## src/rtl/lsu_mem_arbiter_pkg.sv

```systemverilog
// Shared types and constants for the LSU / debug-port data-memory arbiter.
//   arb_state_e : arbiter FSM states
//   arb_req_e   : requester identity, also the bit index in request/grant vectors
//   ARB_MAX_LAT : largest supported SRAM read latency
//   ARB_CNT_W   : width of the read-latency down-counter
package lsu_mem_arbiter_pkg;

    typedef enum logic [0:0] {
        ARB_IDLE,
        ARB_RD_WAIT
    } arb_state_e;

    typedef enum logic [0:0] {
        REQ_CORE,
        REQ_DBG
    } arb_req_e;

    localparam int ARB_MAX_LAT = 4;
    localparam int ARB_CNT_W   = $clog2(ARB_MAX_LAT);

endpackage

```

## src/rtl/lsu_mem_arbiter_arb_rr2.sv

```systemverilog
// arb_rr2: combinational two-way round-robin picker.
// Ports:
//   req         in  [1:0]  request vector, bit REQ_CORE = core, bit REQ_DBG = debug
//   last_served in         requester that won the previous grant
//   gnt         out [1:0]  one-hot grant (all zero when nobody requests)
module arb_rr2
    import lsu_mem_arbiter_pkg::*;
(
    input  logic [1:0] req,
    input  arb_req_e   last_served,
    output logic [1:0] gnt
);

    always_comb begin
        gnt = req;
        // On a tie the requester that was not served last time wins.
        if (req == 2'b11) begin
            gnt = (last_served == REQ_CORE) ? 2'b10 : 2'b01;
        end
    end

endmodule

```

## src/rtl/lsu_mem_arbiter.sv

```systemverilog
// lsu_mem_arbiter: shares the single synchronous data-SRAM port between the
// core LSU and the debug/DMA loader port with round-robin arbitration.
// Writes complete in the grant cycle; reads block the port for MEM_LAT cycles
// after the grant and return data with a one-cycle rvalid pulse.
// Ports:
//   i_clk, i_reset                 clock, asynchronous active-low reset
//   i_c_* / o_c_*                  core request, grant, read return, stall
//   i_d_* / o_d_*                  debug-port request, grant, read return
//   o_m_*                          memory strobe and payload (zero when idle)
//   i_m_rdata                      memory read data, MEM_LAT cycles after a read
// MEM_LAT legal range is 1..ARB_MAX_LAT.
module lsu_mem_arbiter
    import lsu_mem_arbiter_pkg::*;
#(
    parameter int ADDR_W  = 32,
    parameter int DATA_W  = 32,
    parameter int MEM_LAT = 1
) (
    input  logic              i_clk,
    input  logic              i_reset,
    input  logic              i_c_req,
    input  logic              i_c_wren,
    input  logic [ADDR_W-1:0] i_c_addr,
    input  logic [DATA_W-1:0] i_c_wdata,
    input  logic [3:0]        i_c_bmask,
    output logic              o_c_gnt,
    output logic              o_c_rvalid,
    output logic [DATA_W-1:0] o_c_rdata,
    output logic              o_c_stall,
    input  logic              i_d_req,
    input  logic              i_d_wren,
    input  logic [ADDR_W-1:0] i_d_addr,
    input  logic [DATA_W-1:0] i_d_wdata,
    input  logic [3:0]        i_d_bmask,
    output logic              o_d_gnt,
    output logic              o_d_rvalid,
    output logic [DATA_W-1:0] o_d_rdata,
    output logic              o_m_req,
    output logic              o_m_wren,
    output logic [ADDR_W-1:0] o_m_addr,
    output logic [DATA_W-1:0] o_m_wdata,
    output logic [3:0]        o_m_bmask,
    input  logic [DATA_W-1:0] i_m_rdata
);

    localparam logic [ARB_CNT_W-1:0] CNT_INIT = ARB_CNT_W'(MEM_LAT - 1);

    arb_state_e            state_reg, state_next;
    logic [ARB_CNT_W-1:0]  cnt_reg, cnt_next;
    arb_req_e              owner_reg, owner_next;
    arb_req_e              last_reg, last_next;
    logic [DATA_W-1:0]     c_rdata_reg, d_rdata_reg;
    logic [1:0]            arb_req;
    logic [1:0]            arb_gnt;
    logic                  rd_done;

    // Requests are only considered while idle and out of reset, so grants and
    // the memory strobe are forced low as soon as reset asserts.
    assign arb_req = (state_reg == ARB_IDLE && i_reset) ? {i_d_req, i_c_req} : 2'b00;

    arb_rr2 u_rr (
        .req         (arb_req),
        .last_served (last_reg),
        .gnt         (arb_gnt)
    );

    always_comb begin
        state_next = state_reg;
        cnt_next   = cnt_reg;
        owner_next = owner_reg;
        last_next  = last_reg;
        o_c_gnt    = arb_gnt[REQ_CORE];
        o_d_gnt    = arb_gnt[REQ_DBG];
        o_m_req    = |arb_gnt;
        o_m_wren   = 1'b0;
        o_m_addr   = '0;
        o_m_wdata  = '0;
        o_m_bmask  = 4'h0;
        rd_done    = (state_reg == ARB_RD_WAIT) && (cnt_reg == '0);
        o_c_rvalid = rd_done && (owner_reg == REQ_CORE);
        o_d_rvalid = rd_done && (owner_reg == REQ_DBG);

        case (state_reg)
            ARB_IDLE: begin
                if (arb_gnt[REQ_CORE]) begin
                    o_m_wren  = i_c_wren;
                    o_m_addr  = i_c_addr;
                    o_m_wdata = i_c_wdata;
                    o_m_bmask = i_c_bmask;
                    last_next = REQ_CORE;
                    if (!i_c_wren) begin
                        owner_next = REQ_CORE;
                        cnt_next   = CNT_INIT;
                        state_next = ARB_RD_WAIT;
                    end
                end else if (arb_gnt[REQ_DBG]) begin
                    o_m_wren  = i_d_wren;
                    o_m_addr  = i_d_addr;
                    o_m_wdata = i_d_wdata;
                    o_m_bmask = i_d_bmask;
                    last_next = REQ_DBG;
                    if (!i_d_wren) begin
                        owner_next = REQ_DBG;
                        cnt_next   = CNT_INIT;
                        state_next = ARB_RD_WAIT;
                    end
                end
            end
            ARB_RD_WAIT: begin
                // The return cycle itself grants nothing; the port reopens next cycle.
                if (cnt_reg != '0) begin
                    cnt_next = cnt_reg - ARB_CNT_W'(1);
                end else begin
                    state_next = ARB_IDLE;
                end
            end
            default: state_next = ARB_IDLE;
        endcase

        // Read data passes straight through on the return cycle, otherwise the
        // last value returned to that requester is held.
        o_c_rdata = o_c_rvalid ? i_m_rdata : c_rdata_reg;
        o_d_rdata = o_d_rvalid ? i_m_rdata : d_rdata_reg;

        o_c_stall = (i_reset && i_c_req && !o_c_gnt) ||
                    (state_reg == ARB_RD_WAIT && owner_reg == REQ_CORE && !o_c_rvalid);
    end

    always_ff @(posedge i_clk or negedge i_reset) begin
        if (!i_reset) begin
            state_reg   <= ARB_IDLE;
            cnt_reg     <= '0;
            owner_reg   <= REQ_CORE;
            last_reg    <= REQ_DBG;
            c_rdata_reg <= '0;
            d_rdata_reg <= '0;
        end else begin
            state_reg <= state_next;
            cnt_reg   <= cnt_next;
            owner_reg <= owner_next;
            last_reg  <= last_next;
            if (o_c_rvalid) c_rdata_reg <= i_m_rdata;
            if (o_d_rvalid) d_rdata_reg <= i_m_rdata;
        end
    end

endmodule

```

## config.mk

```make
export PLATFORM = sky130hd
export DESIGN_NAME = lsu_mem_arbiter
export DESIGN_NICKNAME = d
export VERILOG_FILES = /design/src/rtl/lsu_mem_arbiter_pkg.sv /design/src/rtl/lsu_mem_arbiter_arb_rr2.sv /design/src/rtl/lsu_mem_arbiter.sv
export SDC_FILE = /design/constraint.sdc
export NUM_CORES = 1
export LEC_CHECK = 0
export ABC_CLOCK_PERIOD_IN_PS = 2400
export CAP_MARGIN = 40
export CORE_AREA = 4 4 119 121
export DETAILED_ROUTE_END_ITERATION = 16
export DIE_AREA = 0 0 123 125
export PLACE_DENSITY = 0.77
export SLEW_MARGIN = 5
export SYNTH_ARGS = -nofsm -noshare
export SYNTH_HDL_FRONTEND = slang
export SYNTH_HIERARCHICAL = 1
export SYNTH_SLANG_ARGS = --single-unit
```

## constraint.sdc

```tcl
create_clock -name i_clk -period 2.4 [get_ports i_clk]
set_clock_uncertainty 0.1 [all_clocks]
set_input_delay 0.6 -clock i_clk [delete_from_list [all_inputs] [get_ports i_clk]]
set_output_delay 0.6 -clock i_clk [all_outputs]
set_load 0.05 [all_outputs]
```

==> impl_metrics.csv <==
group,metric,value,unit
setup_path,worstPathArrival,2.18,ns
detailed_routing,detail_route.vias_per_cell,4.988,
pwr,cell_internal_pwr,9013,µW
setup_path,setup.reg_to_reg.worst_slack,0.42,ns
yosys,synth_area_leaders,"dfrtp_1 50%, mux2_2 20%, a22o_1 18%",
clock_tree,clock_tree_root,"clkbuf_16",
pwr,power_density,1485,nW/µm²
setup_path,slowest_delay,0.41,ns
layout,layout.core_utilization,0.8101,
floorplanning,placementRows,42,
timing,timing.final.max_slew_violations,0,
setup_path,total_buffers_and_inverters_traversed_by_the_critical_path,4,
detailed_routing,detail_route.iter0.violations,122,
run_status,status,"finished, violations left",
floorplanning,placeableCoreArea,13090,µm²
setup_path,critical_path.max_fanout,4,
timing,least_setup_slack_across_all_paths_after_layout,-0.4842,ns
global_route,gr-usage-all-layers,0.2616,
timing,fin_setup_tns,-47.64,ns
setup_path,required_time_at_the_endpoint_of_the_critical_path,1.70,ns
placed_design,numPortBuffers,312,
yosys,synth.yosys.warnings,6,
clock_tree,cts_hold_repair.buffers,0,
detailed_routing,final_antenna_net_count,0,
pwr,clock_power_share,0.078,
setup_path,crit_start,"state_reg",
setup_path,setup.worst_path.class,"register to primary output",
floorplanning,die-area,15380,µm²
yosys,ys_async_sr_fraction,1.000,
yosys,syn-instance-count,262,
floorplanning,floorplan.die.width,123,µm
layout,synthToLayoutAreaGrowth,210.1,%
setup_path,worst_path_most_repeated_cell,"buf_6",
yosys,synth.largest_area_cell,"dfrtp_1",
yosys,syn-num-nets,437,
setup_path,crit_path_top_delay_cell,"dfrtp_1",
timing,grt_setup_unrepaired,"true",
global_route,grt_first_pass_wirelength,29850,µm
detailed_routing,wl,22140,µm
pwr,share_comb_of_total_power,0.797,
pwr,ir_worst_vdd,1.276,mV
setup_path,worstPathCellList,"and3b_2 > a21boi_4 > buf_6 > nor2b_4 > buf_6 > clkbuf_16 > a22o_4 > buf_12",
timing,final_min_period_over_clock_period,1.202,
hold_path,hold_end,"c_rdata_reg[3]",
yosys,synth-edff-count,0,
global_route,grt_max_degree,70,
pwr,power_switching,6732,µW
setup_path,r2r-start,"state_reg",
flow_run,max_cap_viol_count,0,
layout,fraction_of_final_layout_cells_with_drive_strength_greater_than_1,0.5997,
placed_design,place_congestion,0.8697,
setup_path,timing.reg2reg.worst_path_depth,9,
global_route,grt_overflow_total,0,
detailed_routing,detail_route.drc_violations,0,
yosys,ys_dominant_reg_cell,"dfrtp_1",
global_route,grt_antenna_before_repair,1,
floorplanning,floorplan.initialDensity,0.2612,
clock_tree,clock_sink_count,69,
timing,max_freq,346.7,MHz
clock_tree,h_tree_levels,3,
yosys,synth_seq_area_share,0.5055,
detailed_routing,detail_route.wl_per_cell,26.70,µm
timing,timing.slew.headroom,0.4189,
yosys,avgSynthCellArea,13.05,µm²
clock_tree,worst_skew_pair.late_latency,0.32,ns
layout,design.final.nets,823,
timing,max_slew.worst_pin.slew,0.8716,ns
timing,setup_viol_count_final,136,
layout,mostFrequentLayoutCell,"clkdlybuf4s50_1",
pwr,net_sw_frac,0.4276,
setup_path,path_delay_family,"buffers and inverters",
clock_tree,clk_pin_slew_worst_paths,0.05,ns
floorplanning,die_height,125,µm
run_status,violated_checks,"negative setup slack",
setup_path,startpoint_types,"register",
timing,hold_violations,0,
clock_tree,tritoncts_clock_tree,"done",
yosys,ys_ff_latch,69,
layout,final.fill_count,642,
detailed_routing,detail_route.first_pass.iterations,4,
yosys,yosysUniqueCellTypes,28,
yosys,synth_top_cell_area_share,0.4978,
clock_tree,cts-root-to-sink-buffers,2,
placed_design,hpwlAfterDp,13560,µm
yosys,synthesis.area,3418,µm²
pwr,seqPwrFrac,0.125,
detailed_routing,vias,4135,
timing,post-route-min-period,2.884,ns
global_route,grt_pass1_vias,4554,
layout,mostFrequentLayoutCells,"170 x clkdlybuf4s50_1, 149 x buf_12, 68 x a22o_4, 68 x dfrtp_1, 64 x mux2_4",
pwr,total_leakage_power,0.004900,µW
hold_path,hold_crit_path_type,"register to register",
setup_path,timing.rr.end,"cnt_reg[1]",
clock_tree,numCtsBuffers,9,
floorplanning,io_pins,313,
hold_path,hold-path-cell-count,1,
setup_path,worst_setup_path_end_kind,"primary output",
hold_path,timing.hold.worst.start,"c_rdata_reg[3]",
[synth_stat cells (2+ instances only)]
cell type / instances
buf_2: 17
a22o_1: 70
buf_4: 4
nand2_1: 4
mux2_1: 2
a21oi_1: 2
buf_6: 2
mux2_2: 62
o21ai_0: 3
nor2_1: 4
inv_1: 7
dfrtp_1: 68
and3b_1: 2
[per-layer routing]
metal,GRT usage,vias to the layer above,part of all wire
li1,-,1781,-
met1,0.2511,2072,0.31
met2,0.4860,210,0.54
met3,0.07136,72,0.083
met4,0.1570,0,0.060
met5,0,-,0
[cells by family (layout without fill, tap and decap cells)]
| group | after synthesis | count (layout) | share of synthesized area |
|---|---|---|---|
| other cells | 0 | 1 | 0 |
| xor+xnor | 1 | 1 | 0.002563 |
| buf+inv | 31 | 421 | 0.04941 |
| mux | 64 | 64 | 0.2108 |
| compound gates | 80 | 80 | 0.1980 |
| flops | 69 | 69 | 0.5055 |
| fa+ha+maj | 1 | 1 | 0.003660 |
| simple gates | 16 | 16 | 0.03002 |
[power groups by stage]
stage	registers (µW)	clock network, µW	logic, µW
finish	1970	1230	12500
global route	2030	1310	12800
CTS	1960	1260	12200
detailed placement	1940	0	10600
global placement	1900	0	10400
floorplan	1870	0	5360
[cell type report]
class	instances	area [µm²]	area share
Clock buffer	14	274.0	0.02585
Sequential cell	69	1728	0.1630
Antenna cell	1	2.502	0.0002361
Timing Repair Buffer	399	5901	0.5567
Inverter	7	26.28	0.002479
Multi-Input combinational cell	162	2444	0.2305
Tap cell	176	220.2	0.02077
Clock inverter	1	5.005	0.0004721
[metrics by stage]
| step | cells | area [µm²] | hold WS, ns | setup slack [ns] | total power (µW) |
|---|---|---|---|---|---|
| 3_3_place_gp | 744 | 8776 | 0.3787 | -0.6355 | 12340 |
| 3_5_place_dp | 744 | 8776 | 0.4060 | -0.6764 | 12520 |
| 4_1_cts | 811 | 10340 | 0.4165 | -0.4810 | 15410 |
| 6_report | 829 | 10600 | 0.4124 | -0.4842 | 15740 |
| 2_1_floorplan | 262 | 4031 | 0.2044 | -0.4649 | 7239 |
| 5_1_grt | 829 | 10600 | 0.4263 | -0.5318 | 16170 |
[what timing repair did]
action | CTS | global route
setup buffers | 31 | 20
gates cloned | 22 | 6
setup endpoints to repair | 137 | 139
gates resized for setup | 129 | 25
pin swaps | 18 | 15
[worst max-delay path by stage]
| stage | endpoint | cells after the start |
|---|---|---|
| after floorplan | o_m_addr[25] | 8 |
| after global placement | o_m_wdata[10] | 7 |
| after detailed placement | o_m_wdata[0] | 7 |
| after CTS | o_m_wdata[5] | 10 |
| after global routing | o_m_addr[3] | 8 |
| final | o_m_addr[3] | 8 |
Note: power is estimated with default switching activity, not from simulation.
